===== src/rtl/aurora_frame_pkg.sv =====
// Shared types and constants for the Aurora TX framing block.
package aurora_frame_pkg;

    localparam int          CNT_W        = 11;
    localparam logic [15:0] HEADER_MAGIC = 16'h55AA;
    localparam logic [3:0]  KEEP_ALL     = 4'hF;

    typedef enum logic [2:0] {
        ST_IDLE  = 3'd0,
        ST_ARMED = 3'd1,
        ST_HEAD  = 3'd2,
        ST_DATA  = 3'd3,
        ST_FLUSH = 3'd4
    } frame_state_e;

endpackage


===== src/rtl/aurora_frame_sync2.sv =====
// Two-flop level synchronizer for the ADC acquisition window strobes.
module aurora_frame_sync2 (
    input  logic clk_i,
    input  logic rst_n,
    input  logic d,
    output logic q
);

    logic meta;

    always_ff @(posedge clk_i or negedge rst_n) begin
        if (!rst_n) begin
            meta <= 1'b0;
            q    <= 1'b0;
        end else begin
            meta <= d;
            q    <= meta;
        end
    end

endmodule


===== src/rtl/aurora_frame_gen.sv =====
// Drains the laser/particle TX FIFO into AXI4-Stream frames for the Aurora core.
// Optional FRAME_HEADER_EN: prefixes each frame with {16'h55AA, seq}.
//
// state  | meaning
// IDLE   | waiting for link up and an acquisition start edge
// ARMED  | acquisition open, deciding full/short frame or end of acquisition
// HEAD   | presenting the header word (FRAME_HEADER_EN builds only)
// DATA   | streaming FIFO words, one pop per handshake
// FLUSH  | link lost, popping the rest of the current frame to keep FIFO alignment
module aurora_frame_gen
    import aurora_frame_pkg::*;
#(
    parameter int  FRAME_LEN = 64,
    parameter real TCQ       = 0.1
) (
    input  logic             USER_CLK,
    input  logic             RESET_N,
    input  logic             CHANNEL_UP,
    input  logic             adc_start,
    input  logic             adc_end,
    input  logic [CNT_W-1:0] aurora_rd_data_count,
    input  logic [31:0]      aurora_txdata,
    output logic             aurora_txen,
    output logic             tx_tvalid,
    output logic [31:0]      tx_data,
    output logic [3:0]       tx_tkeep,
    output logic             tx_tlast,
    input  logic             tx_tready
);

    localparam logic [CNT_W-1:0] FLEN = CNT_W'(FRAME_LEN);

`ifdef FRAME_HEADER_EN
    localparam frame_state_e ST_FIRST = ST_HEAD;
`else
    localparam frame_state_e ST_FIRST = ST_DATA;
`endif

    frame_state_e     state, state_nxt;
    logic             start_s, end_s, start_q;
    logic [CNT_W-1:0] len, wcnt, rem;
    logic [15:0]      seq;
    logic             hs, last_word, start_rise, full_avail;

    aurora_frame_sync2 u_sync_start (
        .clk_i (USER_CLK),
        .rst_n (RESET_N),
        .d     (adc_start),
        .q     (start_s)
    );

    aurora_frame_sync2 u_sync_end (
        .clk_i (USER_CLK),
        .rst_n (RESET_N),
        .d     (adc_end),
        .q     (end_s)
    );

    assign hs         = tx_tvalid & tx_tready;
    assign last_word  = (wcnt == (len - CNT_W'(1)));
    assign start_rise = start_s & ~start_q;
    assign full_avail = (aurora_rd_data_count >= FLEN);
    assign tx_tkeep   = KEEP_ALL;

    always_ff @(posedge USER_CLK or negedge RESET_N) begin
        if (!RESET_N) state <= ST_IDLE;
        else          state <= state_nxt;
    end

    always_comb begin
        state_nxt = state;
        case (state)
            ST_IDLE: begin
                if (CHANNEL_UP && start_rise) state_nxt = ST_ARMED;
            end
            ST_ARMED: begin
                // A full frame always wins over an end-of-acquisition short frame
                if (!CHANNEL_UP)                      state_nxt = ST_FLUSH;
                else if (full_avail)                  state_nxt = ST_FIRST;
                else if (end_s)
                    state_nxt = (aurora_rd_data_count != '0) ? ST_FIRST : ST_IDLE;
            end
            ST_HEAD: begin
                if (!CHANNEL_UP) state_nxt = ST_FLUSH;
                else if (hs)     state_nxt = ST_DATA;
            end
            ST_DATA: begin
                if (!CHANNEL_UP)          state_nxt = ST_FLUSH;
                else if (hs && last_word) state_nxt = ST_ARMED;
            end
            ST_FLUSH: begin
                if (rem <= CNT_W'(1)) state_nxt = ST_IDLE;
            end
            default: state_nxt = ST_IDLE;
        endcase
    end

    always_comb begin
        aurora_txen = 1'b0;
        tx_tvalid   = 1'b0;
        tx_data     = '0;
        tx_tlast    = 1'b0;
        case (state)
            ST_HEAD: begin
                tx_tvalid = 1'b1;
                tx_data   = {HEADER_MAGIC, seq};
            end
            ST_DATA: begin
                tx_tvalid   = 1'b1;
                tx_data     = aurora_txdata;
                tx_tlast    = last_word;
                aurora_txen = tx_tready;
            end
            ST_FLUSH: begin
                aurora_txen = (rem != '0);
            end
            default: ;
        endcase
    end

    always_ff @(posedge USER_CLK or negedge RESET_N) begin
        if (!RESET_N) begin
            start_q <= 1'b0;
            len     <= CNT_W'(1);
            wcnt    <= '0;
            rem     <= '0;
            seq     <= '0;
        end else begin
            start_q <= start_s;
            case (state)
                ST_IDLE: begin
                    if (state_nxt == ST_ARMED) seq <= '0;
                end
                ST_ARMED: begin
                    // Only consumed when leaving for a frame, where count is nonzero
                    len  <= full_avail ? FLEN : aurora_rd_data_count;
                    wcnt <= '0;
                    rem  <= '0;
                end
                ST_HEAD: begin
                    if (state_nxt == ST_FLUSH) rem <= len;
                end
                ST_DATA: begin
                    if (hs) begin
                        wcnt <= wcnt + CNT_W'(1);
                        if (last_word) seq <= seq + 16'd1;
                    end
                    if (state_nxt == ST_FLUSH) rem <= len - wcnt - CNT_W'(hs);
                end
                ST_FLUSH: begin
                    if (rem != '0) rem <= rem - CNT_W'(1);
                end
                default: ;
            endcase
        end
    end

endmodule


===== config.mk =====
export PLATFORM = sky130hd
export DESIGN_NAME = aurora_frame_gen
export DESIGN_NICKNAME = d
export VERILOG_FILES = /design/src/rtl/aurora_frame_pkg.sv /design/src/rtl/aurora_frame_sync2.sv /design/src/rtl/aurora_frame_gen.sv
export SDC_FILE = /design/constraint.sdc
export NUM_CORES = 1
export LEC_CHECK = 0
export ABC_AREA = 1
export CAP_MARGIN = 25
export CELL_PAD_IN_SITES_DETAIL_PLACEMENT = 1
export CELL_PAD_IN_SITES_GLOBAL_PLACEMENT = 1
export CORE_MARGIN = 2
export CORE_UTILIZATION = 38
export DETAILED_ROUTE_END_ITERATION = 7
export PLACE_DENSITY = 0.81
export SLEW_MARGIN = 20
export SYNTH_ARGS = -nofsm -noshare
export SYNTH_HDL_FRONTEND = slang
export SYNTH_SLANG_ARGS = --single-unit

===== constraint.sdc =====
create_clock -name USER_CLK -period 3.1 [get_ports USER_CLK]
set_input_delay 0.62 -clock USER_CLK [delete_from_list [all_inputs] [get_ports USER_CLK]]
set_output_delay 0.62 -clock USER_CLK [all_outputs]
set_load 0.02 [all_outputs]

==> reports/summary.log <==
[status] run status finished clean
[grt] wire length of the first global-routing pass 28400 um
[setup_path] launch instance of the worst register-to-register path state[2]
[floorplan] Die Y 117 um
[clock_network] total number of clock tree sinks 57
[setup_path] arrival time of the worst setup path 2.34 ns
[yosys] post-synthesis cell count 746
[place] detailed-placement wirelength estimate 13300 um
[routing] Antenna Nets Post-Route 0
[floorplan] Total Die Area 0.0137 sq mm
[power_and_ir_drop] internal power component 1.51 mW
[setup_path] element type at the critical path start register
[routing] wirelength, routed 17200 um
[timing] post-layout minimum cycle time 2.96 ns
[clock_network] H-tree lvl count 3
[min_path] class of the most critical hold timing path input port to async pin
[timing] final setup violating endpoints 0
[setup_path] count of cells along the worst register-to-register path 15
[routing] DRC violation count after routing 0
[yosys] cell area after technology mapping 0.00487 sq mm
[yosys] Yosys reg bits 57
[clock_network] clock-pin transition on the worst setup and hold timing paths 0.05 ns
[timing] slew of the pin with the lowest slew margin 0.749 ns
[place] routability congestion estimate from global placement 0.869
[setup_path] kind of end point of the critical path output port
[yosys] share of the yosys chip area belonging to registers 29.3%
[job] max_cap viols 0
[power_and_ir_drop] leakage 2.85 nW
[power_and_ir_drop] reported net switching power 0.394 mW
[clock_network] clock tree from TritonCTS done
[clock_network] deepest clock path buffer count 2
[setup_path] worst setup path startpoint state[2]
[grt] pin count of the biggest net entering global routing 54
[power_and_ir_drop] worst vdd rail ir drop 0.000192 V
[setup_path] Required @ worst endpoint 2.48 ns
[clock_network] cts bufs inserted 9
[grt] global router's overall resource usage 26.8%
[yosys] Most used DFF post-synth sky130_fd_sc_hd__dfrtp_1
[clock_network] clock insertion delay at the later pin of the skew report 0.34 ns
[timing] unrepaired setup endpoints after global routing false
[final_layout] # fillers 1675
[clock_network] Post-CTS Setup Inserts 0
[timing] Max Clk Rate 0.338 GHz
[timing] Setup TNS Final 0 ns
[power_and_ir_drop] switching part of the total power 20.7%
[routing] number of optimization iterations in the first detailed-route pass 5
[final_layout] final core occ 49.6%
[routing] post-detailed-route wirelength per cell 17.0 um
[setup_path] startpoint-to-endpoint class of the critical path register to output port
[routing] via density per instance 5.29
[grt] via count of the first global-routing pass 5651
[yosys] number of synthesized flops with an enable pin 0
[power_and_ir_drop] logic gate share of total power 4.9%
[power_and_ir_drop] post-layout total power 1.90 mW
[floorplan] Boundary Pins 88
[yosys] average footprint of a synthesized cell 6.53 sq um
[floorplan] width of the die 117 um
[power_and_ir_drop] Power per Cell Area 305 mW/mm^2
[timing] Worst slew margin 50.1%
[grt] overflow left after global routing 0
[final_layout] most common cell after layout, fill and taps aside sky130_fd_sc_hd__nand2_1
[final_layout] area growth from synthesis to final layout 28.1%
[yosys] distinct cell type count after synthesis 41
[power_and_ir_drop] Reg power frac 39.4%
[timing] final worst clock skew 0.00967 ns
[floorplan] area inside the core boundary 0.0126 sq mm
[place] Port Buffer Count 83
[timing] number of failing hold endpoints at the final stage 0
[final_layout] Post-Layout Cell Count 1014
[routing] iteration-0 DRC count of the detailed router 255
[final_layout] share of cells above drive strength 1 9.03%
[yosys] share of flip-flops with an asynchronous set or reset 100%
[power_and_ir_drop] share of power burned in the clock network 55.7%
[grt] number of antenna violations at the first check in global routing 0
[place] instance count after placement with tap cells included 999
[timing] final-report max-slew violation count 0
[final_layout] Total Nets Final 912
[final_layout] commonest non-fill, non-tap cells in the layout sky130_fd_sc_hd__nand2_1 (189), sky130_fd_sc_hd__inv_1 (102), sky130_fd_sc_hd__nor2_1 (89)
[final_layout] FF/Latch Area 0.00143 sq mm
[yosys] yosys warns 0
[timing] final clock period utilization by the worst path 95.4%
[final_layout] total inserted antenna cells 0
[routing] via count 5359
[final_layout] Multi-input gate area 0.00291 sq mm
[clock_network] Clock Root Buffer sky130_fd_sc_hd__clkbuf_16
[floorplan] number of placement rows 41
[clock_network] CTS Hold Buffers Added 0
[timing] Hold Slack 0.0894 ns
[floorplan] initial core utilization 38.8%
[setup_path] largest fanout of any net on the critical path 18
-- registers in the layout (all words and copies together) (netlist names) --
register           flops
rem                   11
seq                   16
wcnt                  11
u_sync_end.meta        1
start_q                1
state                  3
u_sync_start.q         1
u_sync_start.meta      1
len                   11
u_sync_end.q           1
-- per-stage QoR --
step                      instance area, sq um  setup slack [ns]
final                                     6240             0.144
after global routing                      6240            0.0227
after CTS                                 6240            0.0245
after detailed placement                  5920             0.104
after global placement                    5920             0.163
after floorplan                           4880             0.544
-- synthesized netlist by cell type, types with 3 or more instances --
master | n | area (sq um)
sky130_fd_sc_hd__ha_1 | 23 | 288
sky130_fd_sc_hd__xnor2_1 | 6 | 52.6
sky130_fd_sc_hd__nand4_1 | 14 | 87.6
sky130_fd_sc_hd__a21oi_1 | 25 | 125
sky130_fd_sc_hd__inv_1 | 103 | 387
sky130_fd_sc_hd__nor2_4 | 3 | 33.8
sky130_fd_sc_hd__nor2_2 | 6 | 37.5
sky130_fd_sc_hd__or2_2 | 3 | 18.8
sky130_fd_sc_hd__o21ai_1 | 8 | 40.0
sky130_fd_sc_hd__nand2_1 | 189 | 709
sky130_fd_sc_hd__inv_2 | 8 | 30.0
sky130_fd_sc_hd__buf_2 | 3 | 15.0
sky130_fd_sc_hd__nor2_1 | 89 | 334
sky130_fd_sc_hd__o22ai_1 | 5 | 31.3
sky130_fd_sc_hd__nand2_2 | 7 | 43.8
sky130_fd_sc_hd__o21ai_0 | 39 | 195
sky130_fd_sc_hd__nand3_2 | 11 | 110
sky130_fd_sc_hd__a31oi_1 | 5 | 31.3
sky130_fd_sc_hd__nor3_1 | 21 | 105
sky130_fd_sc_hd__buf_4 | 6 | 45.0
sky130_fd_sc_hd__dfrtp_1 | 56 | 1400
sky130_fd_sc_hd__xor2_1 | 17 | 149
sky130_fd_sc_hd__nor4_1 | 4 | 25.0
sky130_fd_sc_hd__clkbuf_1 | 8 | 30.0
sky130_fd_sc_hd__nand3_1 | 63 | 315
-- per-layer routing --
| layer | GRT usage, % | wire, um | vias to the layer above |
|---|---|---|---|
| li1 | - | - | 2580 |
| met1 | 34.5 | 7710 | 2622 |
| met2 | 45.1 | 8290 | 141 |
| met3 | 6.75 | 1020 | 16 |
| met4 | 6.82 | 207 | 0 |
| met5 | 0 | 0 | - |
-- kinds of logic (layout without fill, tap and decap cells) --
family,after synthesis,in the layout,synth area share [%]
AND/OR/NAND/NOR,414,414,38.3
buffers and inverters,134,227,11.2
AO/OA/AOI/OAI,92,92,10.3
flip-flops,57,57,29.3
adder cells (fa/ha/maj),25,25,6.73
XOR/XNOR,23,23,4.14
other,1,4,0.0770
-- power by group through the flow --
stage	registers [mW]	logic [mW]	clock network, mW
after CTS	0.749	0.0946	1.07
final	0.750	0.0932	1.06
after detailed placement	0.762	0.0944	0
after global routing	0.749	0.101	1.11
after global placement	0.762	0.0923	0
after floorplan	0.762	0.0140	0
-- path summary, 6_finish.rpt --
path	slack, ns	endpoint
setup / recovery	0.14	tx_data[7]
hold / removal	0.09	rem[10]
setup reg to reg	0.36	rem[7]
hold reg to reg	0.35	u_sync_start.q
max in group asynchronous	2.06	len[2]
min in group USER_CLK	0.35	u_sync_start.q
-- area by class of cell --
class / count / share of cell area (%)
clock buffers: 13 / 4.49
clock inverters: 2 / 0.562
inverters: 113 / 6.86
multi-input cells: 558 / 46.7
flip-flops and latches: 57 / 22.9
well taps: 172 / 3.45
repair buffers: 99 / 15.1
-- critical path, stage by stage (launching register included) --
cell and delay (ns):
sky130_fd_sc_hd__dfrtp_1 0.40, sky130_fd_sc_hd__inv_2 0.12, sky130_fd_sc_hd__nand2_2 0.11, sky130_fd_sc_hd__nor2_1 0.16, sky130_fd_sc_hd__clkinv_1 0.10, sky130_fd_sc_hd__buf_4 0.20, sky130_fd_sc_hd__o21ai_0 0.24, sky130_fd_sc_hd__clkdlybuf4s50_1 0.66
-- repair_timing --
| item | 4_1_cts | 5_1_grt |
|---|---|---|
| gates resized for setup | 2 | 6 |
| setup endpoints to repair | 2 | 3 |
| endpoints found under the hold margin | 0 | 0 |
| pin swaps | 0 | 0 |
(Power assumes the default switching activity.)
